<file path="src/rtl/readbuf_arb.sv">
// Two-buffer read arbiter: grants one packet buffer at a time and streams it out as AXI-Stream beats.
// Optional build macro READBUF_ARB_PRIO_EN selects strict priority (channel 0 first) instead of round-robin.
module readbuf_arb #(
    parameter int MAX_BEATS = 1518,
    parameter int CNT_W     = 11
) (
    input  logic clk,
    input  logic rst,
    input  logic greenflag0,
    input  logic greenflag1,
    input  logic lastflag0,
    input  logic lastflag1,
    input  logic tready,
    output logic tvalid,
    output logic tlast,
    output logic tsel,
    output logic rd_char_incr0,
    output logic rd_char_incr1,
    output logic rd_newline0,
    output logic rd_newline1,
    output logic trunc
);

    typedef enum logic {
        IDLE = 1'b0,
        READ = 1'b1
    } state_t;

    localparam logic [CNT_W-1:0] CNT_LAST = CNT_W'(MAX_BEATS - 1);

    state_t           state_q;
    state_t           state_d;
    logic [CNT_W-1:0] cnt_q;
    logic             tsel_q;
    logic             grant;
    logic             any_green;
    logic             accept;
    logic             lastf;
    logic             forced;
    logic             term;

    assign any_green = greenflag0 | greenflag1;
    assign accept    = (state_q == READ) & tready;
    assign lastf     = tsel_q ? lastflag1 : lastflag0;
    assign forced    = (cnt_q == CNT_LAST);
    assign term      = accept & (lastf | forced);

`ifdef READBUF_ARB_PRIO_EN
    always_comb begin
        grant = ~greenflag0;
    end
`else
    logic last_q;

    // Contention goes to the channel that was not served most recently.
    always_comb begin
        if (greenflag0 && greenflag1) begin
            grant = ~last_q;
        end else begin
            grant = greenflag1;
        end
    end

    always_ff @(posedge clk or negedge rst) begin
        if (!rst) begin
            last_q <= 1'b1;
        end else if (term) begin
            last_q <= tsel_q;
        end
    end
`endif

    always_ff @(posedge clk or negedge rst) begin
        if (!rst) begin
            state_q <= IDLE;
        end else begin
            state_q <= state_d;
        end
    end

    always_comb begin
        state_d = state_q;
        case (state_q)
            IDLE: if (any_green) state_d = READ;
            READ: if (term)      state_d = IDLE;
            default:             state_d = IDLE;
        endcase
    end

    // Grant is latched only in IDLE, so greenflag activity during READ never moves tsel.
    always_ff @(posedge clk or negedge rst) begin
        if (!rst) begin
            cnt_q  <= '0;
            tsel_q <= 1'b0;
        end else if (state_q == IDLE) begin
            if (any_green) begin
                cnt_q  <= '0;
                tsel_q <= grant;
            end
        end else if (accept) begin
            if (term) begin
                cnt_q <= '0;
            end else begin
                cnt_q <= cnt_q + 1'b1;
            end
        end
    end

    always_comb begin
        tvalid        = (state_q == READ);
        tlast         = term;
        tsel          = tsel_q;
        rd_char_incr0 = accept & ~term & ~tsel_q;
        rd_char_incr1 = accept & ~term &  tsel_q;
        rd_newline0   = term & ~tsel_q;
        rd_newline1   = term &  tsel_q;
        trunc         = term & forced & ~lastf;
    end

endmodule

</file>
<file path="config.mk">
export PLATFORM = sky130hd
export DESIGN_NAME = readbuf_arb
export DESIGN_NICKNAME = d
export VERILOG_FILES = /design/src/rtl/readbuf_arb.sv
export SDC_FILE = /design/constraint.sdc
export NUM_CORES = 1
export LEC_CHECK = 0
export CAP_MARGIN = 30
export CORE_AREA = 2 2 46 48
export DETAILED_ROUTE_END_ITERATION = 8
export DIE_AREA = 0 0 48 50
export PLACE_DENSITY = 0.76
export SLEW_MARGIN = 20
export SYNTH_ARGS = -nofsm -noshare
export SYNTH_HDL_FRONTEND = slang
export SYNTH_SLANG_ARGS = --single-unit
</file>
<file path="constraint.sdc">
create_clock -name clk -period 4.62 [get_ports clk]
set_input_delay 0.693 -clock clk [delete_from_list [all_inputs] [get_ports clk]]
set_output_delay 0.693 -clock clk [all_outputs]
set_load 0.005 [all_outputs]
</file>
; ---- Word-level counts from Yosys, hierarchy flattened
; Cells that the tools add are included.
[totals]
ff_bits = 14
inputBits = 7
mem_bits_rw = 0
latch_bits = 0
memories = 0
rom_bits = 0
elab_cells = 36
[op_classes]
n_shift = 0
add_sub_neg = 1
n_lt_le_gt_ge = 0
mul = 0
div_mod_pow = 0
reduce_logical = 4
muxes = 9
n_bitwise = 16
n_eq_ne = 2
[op_table]
columns = op, count
row1 = 11-bit 2-to-1 mux, 4
row2 = 11-bit by 1-bit adder with 11-bit output (second input constant), 1
row3 = 11-bit equality test (second input constant), 1
row4 = 1-bit AND, 9
row5 = 1-bit NOT, 5
row6 = 1-bit 2-to-1 mux, 4
row7 = 2-bit AND reduction, 2
row8 = 2-bit by 1-bit != test with 1-bit output (second input constant), 1
row9 = 1-bit OR, 2
row10 = 1-bit case mux with 2 select lines, 1
row11 = 2-bit nonzero test, 1
row12 = 1-bit logical AND, 1

; ---- Longest topological paths before layout
[logic_depth]
word_depth = 6
ltp_mapped = 6
ltp_nobuf = 6

; ---- Least setup slack after synthesis
; Ideal clock, no wire load.
[synth_timing]
path_kind = input to output
startpoint = in lastflag1
endpoint = out rd_char_incr0
cell_stages = 4
arrival_ns = 1.490
path_slack_ns = 2.437
n_path_buf = 0
required_time_ns = 3.927
cell_sequence = mux2_2 -> a41oi_2 -> nand3_1 -> nor2_1
[synth_via]
elab_chain_len = 6
[synth_rtl]
columns = element, line
row1 = from (decl), 12  ; input logic lastflag1,
row2 = 1-bit 2-to-1 mux, 44  ; assign lastf = tsel_q ? lastflag1 : lastflag0;
row3 = 1-bit OR, 46  ; assign term = accept & (lastf | forced);
row4 = 1-bit AND, 46
row5 = 1-bit NOT, 113  ; rd_char_incr0 = accept & ~term & ~tsel_q;
row6 = 1-bit AND (2 in series), 113
row7 = to (decl), 17  ; output logic rd_char_incr0,
; No other way between the ends.

; ---- Worst setup path in the final report
[layout_timing]
startpoint = in lastflag0
endpoint = out rd_char_incr1
[layout_via]
elab_chain_len = 6
[layout_rtl]
columns = element, line
row1 = from (decl), 11  ; input logic lastflag0,
row2 = 1-bit 2-to-1 mux, 44
row3 = 1-bit OR, 46
row4 = 1-bit AND, 46
row5 = 1-bit NOT, 114  ; rd_char_incr1 = accept & ~term & tsel_q;
row6 = 1-bit AND (2 in series), 114
row7 = to (decl), 18  ; output logic rd_char_incr1,
; No other way between the ends.

==> impl_results.md <==
* Clock tree buffer depth at 2
* Post-DR wirelength/cell at 12.95 um
* Cell area after synthesis at around 800 um^2
* Max IR drop VDD at ~0.0002 V
* Core Rows at 16
* CTS resizes at 0
* Buffers on Ports at 14
* Final Hold Vio Count at 0
* Crit path cell chain: clkdlybuf4s50_1 -> mux2_2 -> a41oi_2 -> nand3_1 -> nor2_1 -> clkdlybuf4s50_1
* CP required at between 3000 and 4000 ps
* Hold path start: last_q
* Share of layout cells above drive strength 1 at 0.1089
* Dpl cells at 124
* Most common cell on crit path: clkdlybuf4s50_1
* Post-CTS Setup Inserts at 0
* Overall Global Routing Usage at 0.1702
* Max-Cap Viols at 0
* Syn Inst Count at 85
* Avg Synthesized Cell Area at 9.465 um^2
* Crit Reg-Reg Endpoint: cnt_q[2]
* Synth-to-Final Area Change at 23.64%
* Hold Buf Count CTS at 0
* CP Class: input port to output pin
* Fin crit period at 3173 ps
* Die height at 50 um
* Area contributors post-synth: dfrtp_1, o21ai_0, xor2_1
* Top delay family on crit path: buffers and inverters
* Yosys Warn Count at 0
* Antenna diode count at 0
* Endpoints failing setup at 0
* Post-synth top area share at 0.4044
* Fin cells at 128
* Vias at 697
* Reg clk slew, reported paths at 80 ps
* Vias per Instance at ~5.4
* Crit Path Max Fanout at 5
* Post-synthesis sequential area ratio at 0.4370
* Ports at 15
* Clock Sink Count at 14
* Final ANT Viol Nets at 0
* Total CTS buffers at 3
* Final Wtd Congestion at 0.7886
* Final setup TNS at 0 ps
* Reg-to-Reg Start: cnt_q[1]
* Die Width at around 48 um
* Tcrit/Tclk final at 0.6868
* Die ar. at 2400 um^2
* Clk root buf: clkbuf_4
* WHS Endpoint: last_q
* Startpoint types: input port
* CP max-delay cell: clkdlybuf4s50_1
* DRT Wirelength at 1.658 mm
* Leakage at between 0.0003 and 0.0004 uW
* GRT overflow at 0
* R2r setup slk at 2900 ps
* Clk_lat worst skew at 280 ps
* Worst Path Buf+Inv at 2
* Antenna violations before repair at 0
* Final Slew Violations at 0
* H-tree levels at 1
* 1st-pass router iterations at 4
* Net Count, Synth at 94
* Synth area leader: dfrtp_1
* First-pass GRT wire length at ~2.9 mm
* Total Nets Final at 111
* Hold path depth at 2
* Slew Limit Headroom at 0.5663
* Skew final at 4.742 ps
* RSZ-0062 raised after global routing: false
* FF-to-FF path depth at 6
* Crit-path max cell delay at around 500 ps
* Fmax at between 0.3 and 0.4 GHz
* Largest net degree at the start of global routing at 15
* Detail Placement HPWL at 1.230 mm
* Core area at 1902 um^2
* Drt initial violations at 8
* Commonest non-fill, non-tap cells in the layout: clkdlybuf4s50_1, dfrtp_1, nand2_1
* Power Dens Cells at 352.0 nW/um^2
* Seq cells post-synth at 14
* Number of global-route vias before repair at around 720
* Initial Util at 0.4230
* Library cells used by synthesis at 28
* Arrival @ worst endpoint at 2480 ps
* Crit end category: output pin
* TritonCTS clock tree: yes
* DRC viols at 0
* Most common cell after layout, fill and taps aside: clkdlybuf4s50_1
* Worst hold path class: flop to flop
* Measured slew at the worst slew-check pin at approximately 650 ps
* Status: finished clean
[metrics by stage]
step                      area, um^2    util  hold WS, ps  worst slack [ps]  power, uW
after global routing           994.7  0.5230        565.1              1308      376.6
after floorplan                804.5       -        397.4              2437      225.5
after detailed placement       968.4  0.5092        522.4              1465      279.4
after CTS                      994.7  0.5230        538.7              1445      355.3
final                          994.7  0.5230        532.5              1447      350.1
after global placement         968.4  0.5092        515.8              1492      277.7
[how the worst max path moves through the flow]
stage	end	start	slack [ps]	cells past startpoint
3_5_place_dp	rd_char_incr1	lastflag0	1460	6
3_3_place_gp	rd_char_incr1	lastflag0	1490	6
5_1_grt	rd_char_incr1	lastflag0	1310	6
6_report	rd_char_incr1	lastflag0	1450	6
2_1_floorplan	rd_char_incr0	lastflag1	2440	4
4_1_cts	rd_char_incr1	lastflag0	1450	6
[worst register-to-register path: cells and delay by family, from the launching register on]
family	cells	cell delay, ps
compound gates	2	630
fa+ha+maj	1	130
simple gates	2	350
flops	1	410
buf+inv	1	70
[cell families (layout without fill, tap and decap cells)]
kind of cell             Yosys count  after routing  share of synthesized area
buffers and inverters              5             21                    0.02644
multiplexers                       1              1                    0.01400
XOR/XNOR                           4              4                    0.04354
AND/OR/NAND/NOR                   43             43                     0.3157
adder cells (fa/ha/maj)            2              2                    0.03110
AO/OA/AOI/OAI                     16             16                     0.1322
flip-flops                        14             14                     0.4370
[state kept, by name, indices dropped and copies added (netlist names)]
name	count
last_q	1
tvalid	1
cnt_q	11
tsel	1
[synthesized netlist by cell type]
| master | count |
|---|---|
| nand4_1 | 5 |
| a21oi_2 | 2 |
| a41oi_2 | 1 |
| o21ai_0 | 7 |
| and3_1 | 1 |
| nand2_1 | 8 |
| and4bb_2 | 1 |
| mux2_2 | 1 |
| or2b_1 | 1 |
| buf_2 | 2 |
| or4_4 | 1 |
| or3_1 | 5 |
| o31ai_1 | 1 |
| nor2_1 | 7 |
| and4_1 | 2 |
| and2_1 | 1 |
| nor2b_1 | 1 |
| nand3_4 | 1 |
| dfrtp_1 | 13 |
| nor3_1 | 3 |
| a21oi_1 | 4 |
| a32o_1 | 1 |
| dfstp_2 | 1 |
| inv_1 | 3 |
| nand3b_1 | 2 |
| nand3_1 | 4 |
| xor2_1 | 4 |
| ha_1 | 2 |
[power breakdown]
part	internal (uW)	total [uW]	switching [uW]
Sequential	143	169	25.7
Combinational	56.1	108	52.3
Clock	33.5	72.9	39.4
Total	233	350	117
[layout make-up]
cell class	count	area, um^2
Multi-Input combinational cell	66	431.7
Tap cell	27	33.78
Clock buffer	4	26.28
Timing Repair Buffer	14	140.1
Inverter	3	11.26
Fill cell	185	907.1
Sequential cell	14	351.6
[metal layers]
layer | GRT usage | vias to the layer above | routed length, um
li1 | - | 342 | -
met1 | 0.2081 | 334 | 744
met2 | 0.2733 | 19 | 799
met3 | 0.04396 | 2 | 89
met4 | 0.06757 | 0 | 24
met5 | 0 | - | 0
Note: power is estimated with default switching activity, not from simulation.
==> patch 1, RTL diff (same flow settings) <==
One comparison of `cnt_q` changes from == to >=.
--- a/src/rtl/readbuf_arb.sv
+++ b/src/rtl/readbuf_arb.sv
@@ -44,3 +44,3 @@
     assign lastf     = tsel_q ? lastflag1 : lastflag0;
-    assign forced    = (cnt_q == CNT_LAST);
+    assign forced    = (cnt_q >= CNT_LAST);
     assign term      = accept & (lastf | forced);
Check against the original RTL: same outputs for any inputs over 10 cycles, from zero or initial values and one cycle with rst low; that may be too few to reach the edited logic, so the function may still have changed.
==> patch 1 against the original RTL <==
- first-iteration DRC count up 140%
- routed wire length up 29%
- sequential cell count unchanged
- sequential power up 16%
- hold slack better by 0.090 ns
- highest routed layer unchanged
- power up 28%
- area after synthesis up 16%
- setup slack worse by 0.16 ns
- cell area up 13%
==> patch 1: results (changes against the original RTL) <==
Clk_skew: 0.00806 ns (+0.00331 ns)
First-pass GRT wire length: 3.47 mm (+18%)
Met3 WL: 85 µm (-4.5%)
R2R cell count: 5 (-1)
P_sw: 166 µW (+42%)
Fin crit period: 3.34 ns (+0.165 ns)
Clock group: 90.0 µW (+23%)
Status: finished, final reports clean
Vias per cell: 5.92 (+8.8%)
CP endpoint: rd_newline0
Placed cells: 138 (+11%)
Final HPWL DP: 1.53 mm (+24%)
Critical Path Start: cnt_q[0]
Routed met2 length: 1.00 mm (+26%)
Slew HR: 38.0% (-19 points)
Leakage power total: 0.442 nW (+12%)
Hold path endpoint: tsel
Multi-input gate area: 538 µm² (+25%)
Synth Area per Inst: 9.32 µm² (-1.5%)
Worst r2r dst: last_q
Worst path arrival time: 2.64 ns (+0.16 ns)
Synth unique cells: 40 (+43%)
Tot GR Track Use: 20.7% (+3.6 points)
Worst R2R Setup Slack: 2.50 ns (-0.40 ns)
Worst Path Max Fanout: 14 (+9)
Pre-CTS setup slack: 1.31 ns (-0.157 ns)
[patch 1: changes by cell type after synthesis, sizes merged, moves of 3 or more]
| cell | before | now |
|---|---|---|
| o21ai | 7 | 2 |
| inv | 3 | 6 |
| nor3b | 0 | 3 |
| a21oi | 6 | 2 |
| xor2 | 4 | 0 |
| or3 | 5 | 0 |
| o31ai | 1 | 6 |
| nor3 | 3 | 7 |
| nand2 | 8 | 12 |
| a22o | 0 | 4 |
[patch 1: kinds of logic (layout without fill, tap and decap cells)]
logic type / count (synthesis) / count (layout) / share of synthesized area (%)
adders and majority gates: 2 / 2 / 2.68
AOI/OAI and AO/OA: 27 / 27 / 23.2
and+or+nand+nor: 46 / 46 / 29.1
DFF: 14 / 14 / 37.7
buffers and inverters: 9 / 24 / 4.56
muxes: 2 / 2 / 2.68
[patch 1: critical path, cell delays in order (launching register included)]
cell and delay (ns):
dfrtp_1 0.55, ha_1 0.24, nor4_2 0.07, nor4_4 0.58, o21ba_2 0.28, nor2b_1 0.14
clkdlybuf4s50_1 0.51
[patch 1: cell type report]
type / instances / share of cell area, %
repair buffers: 14 / 12.5
multi-input cells: 77 / 47.9
well taps: 27 / 3.01
clock buffers: 4 / 3.23
flip-flops and latches: 14 / 31.3
inverters: 6 / 2.01
[patch 1: metrics by stage]
stage                     power, mW  hold slack (ns)
after floorplan               0.291            0.397
after CTS                     0.450            0.624
after global routing          0.482            0.651
after detailed placement      0.358            0.602
final                         0.447            0.622
after global placement        0.354            0.595
[patch 1: layer usage]
metal | vias up | GRT usage, %
met5 | - | 0
li1 | 418 | -
met4 | 0 | 6.76
met1 | 399 | 29.5
met2 | 20 | 30.4
met3 | 4 | 4.40
==> patch 2, RTL diff (same settings) <==
Without the edit above. The option `READBUF_ARB_PRIO_EN` is turned on by a define.
--- a/src/rtl/readbuf_arb.sv
+++ b/src/rtl/readbuf_arb.sv
@@ -2,2 +2,4 @@
 // Optional build macro READBUF_ARB_PRIO_EN selects strict priority (channel 0 first) instead of round-robin.
+`define READBUF_ARB_PRIO_EN
+
 module readbuf_arb #(
Check against the original RTL: not equivalent (Yosys sat finds a counterexample within 4 cycles, from zero or initial values and one cycle with rst low).
==> patch 2 against the original RTL <==
- non-clock buffer count unchanged
- core utilization down 2.8 points
- sequential cell count down 1
- power down 8.2%
- die area unchanged
- sequential power down 11%
- area after synthesis down 7.2%
- via count down 6.2%
- cell area down 5.3%
- setup slack worse by 0.00068 ns
- routed wire length down 0.42%
==> patch 2: results (changes against the original RTL) <==
Top cells by count, synth: dfrtp_1, nand2_1, a21oi_1, nor2_1, o21ai_0
Final HPWL DP: 1.22 mm (-1.1%)
Compound-Gate Fraction of Synth Area: 15.2% (+2.0 points)
Pre-CTS setup slack: 1.44 ns (-0.0218 ns)
WL final: 1.65 mm (-0.42%)
First DRT Iteration DRCs: 7 (-1)
Clk_skew: 0.00405 ns (-0.000696 ns)
Setup WS post-layout: 1.45 ns (-0.000680 ns)
Routed met2 length: 764 µm (-4.4%)
WHS: 0.542 ns (+0.00992 ns)
# diodes: 0 (unchanged)
Met1 wire length: 780 µm (+4.8%)
GR Layer Usage met3: 2.93% (-1.5 points)
Critical path's slowest cell: clkdlybuf4s50_1
RePlAce Congestion: 0.753 (-4.6%)
Largest net degree at the start of global routing: 14 (-1)
Status: finished, final reports clean
Worst VDD drop: 0.000174 V (-13%)
Vias: 654 (-6.2%)
Vias in the first global route: 601 (-16%)
Synth unique cells: 28 (unchanged)
Slew HR: 59.5% (+2.9 points)
M2 GR Usage: 23.1% (-4.2 points)
Max stage delay on crit path: 0.51 ns
Synth area leaders: dfrtp_1, a21oi_1, o21ai_0, nand2_1, xor2_1
Synth Area in XOR/XNOR: 3.52% (-0.84 points)
First-pass GRT wire length: 2.66 mm (-9.6%)
Worst Path Max Fanout: 5 (unchanged)
GR Layer Usage met1: 20.9% (+0.13 points)
First-pass DRT Iterations: 2 (-2)
Nets: 106 (-4.5%)
Fill cells: 192 (+3.8%)
Adder-cell area share of the yosys netlist: 3.35% (+0.24 points)
Layout cells sized above 1: 13.5% (+2.7 points)
Worst R2R Setup Slack: 2.92 ns (+0.02 ns)
Leakage power total: 0.361 nW (-8.2%)
Multiplexer area fraction after synthesis: 1.51% (+0.11 points)
Syn nets: 88 (-6.4%)
Met3 WL: 59 µm (-34%)
Seq/Total Area, Yosys: 43.6% (-0.15 points)
Tot GR Track Use: 16.1% (-0.94 points)
-- patch 2: report_power, final --
part / internal [mW] / switching (mW)
combinational: 0.0508 / 0.0482
sequential: 0.127 / 0.0228
clock: 0.0336 / 0.0388
total: 0.212 / 0.110
-- patch 2: cell type report --
cell class / count / area share [%]
flip-flops and latches: 13 / 34.5
inverters: 3 / 1.20
repair buffers: 14 / 14.9
clock buffers: 4 / 2.79
multi-input cells: 62 / 43.0
well taps: 27 / 3.59
-- patch 2: per-stage QoR --
step                util (%)  instances  area (µm²)
finish                  49.5        123         942
global route            49.5        123         942
CTS                     49.5        123         942
detailed placement      48.2        119         916
global placement        48.2        119         916
floorplan                  -         79         747
-- patch 2: final timing paths --
| path | start | end |
|---|---|---|
| worst max-delay path | lastflag1 | rd_char_incr1 |
| min in group asynchronous | rst | cnt_q[9] |
| max in group asynchronous | rst | cnt_q[6] |
| worst min register to register | cnt_q[1] | cnt_q[1] |
| worst max register to register | cnt_q[1] | cnt_q[7] |
| worst min-delay path | cnt_q[1] | cnt_q[1] |
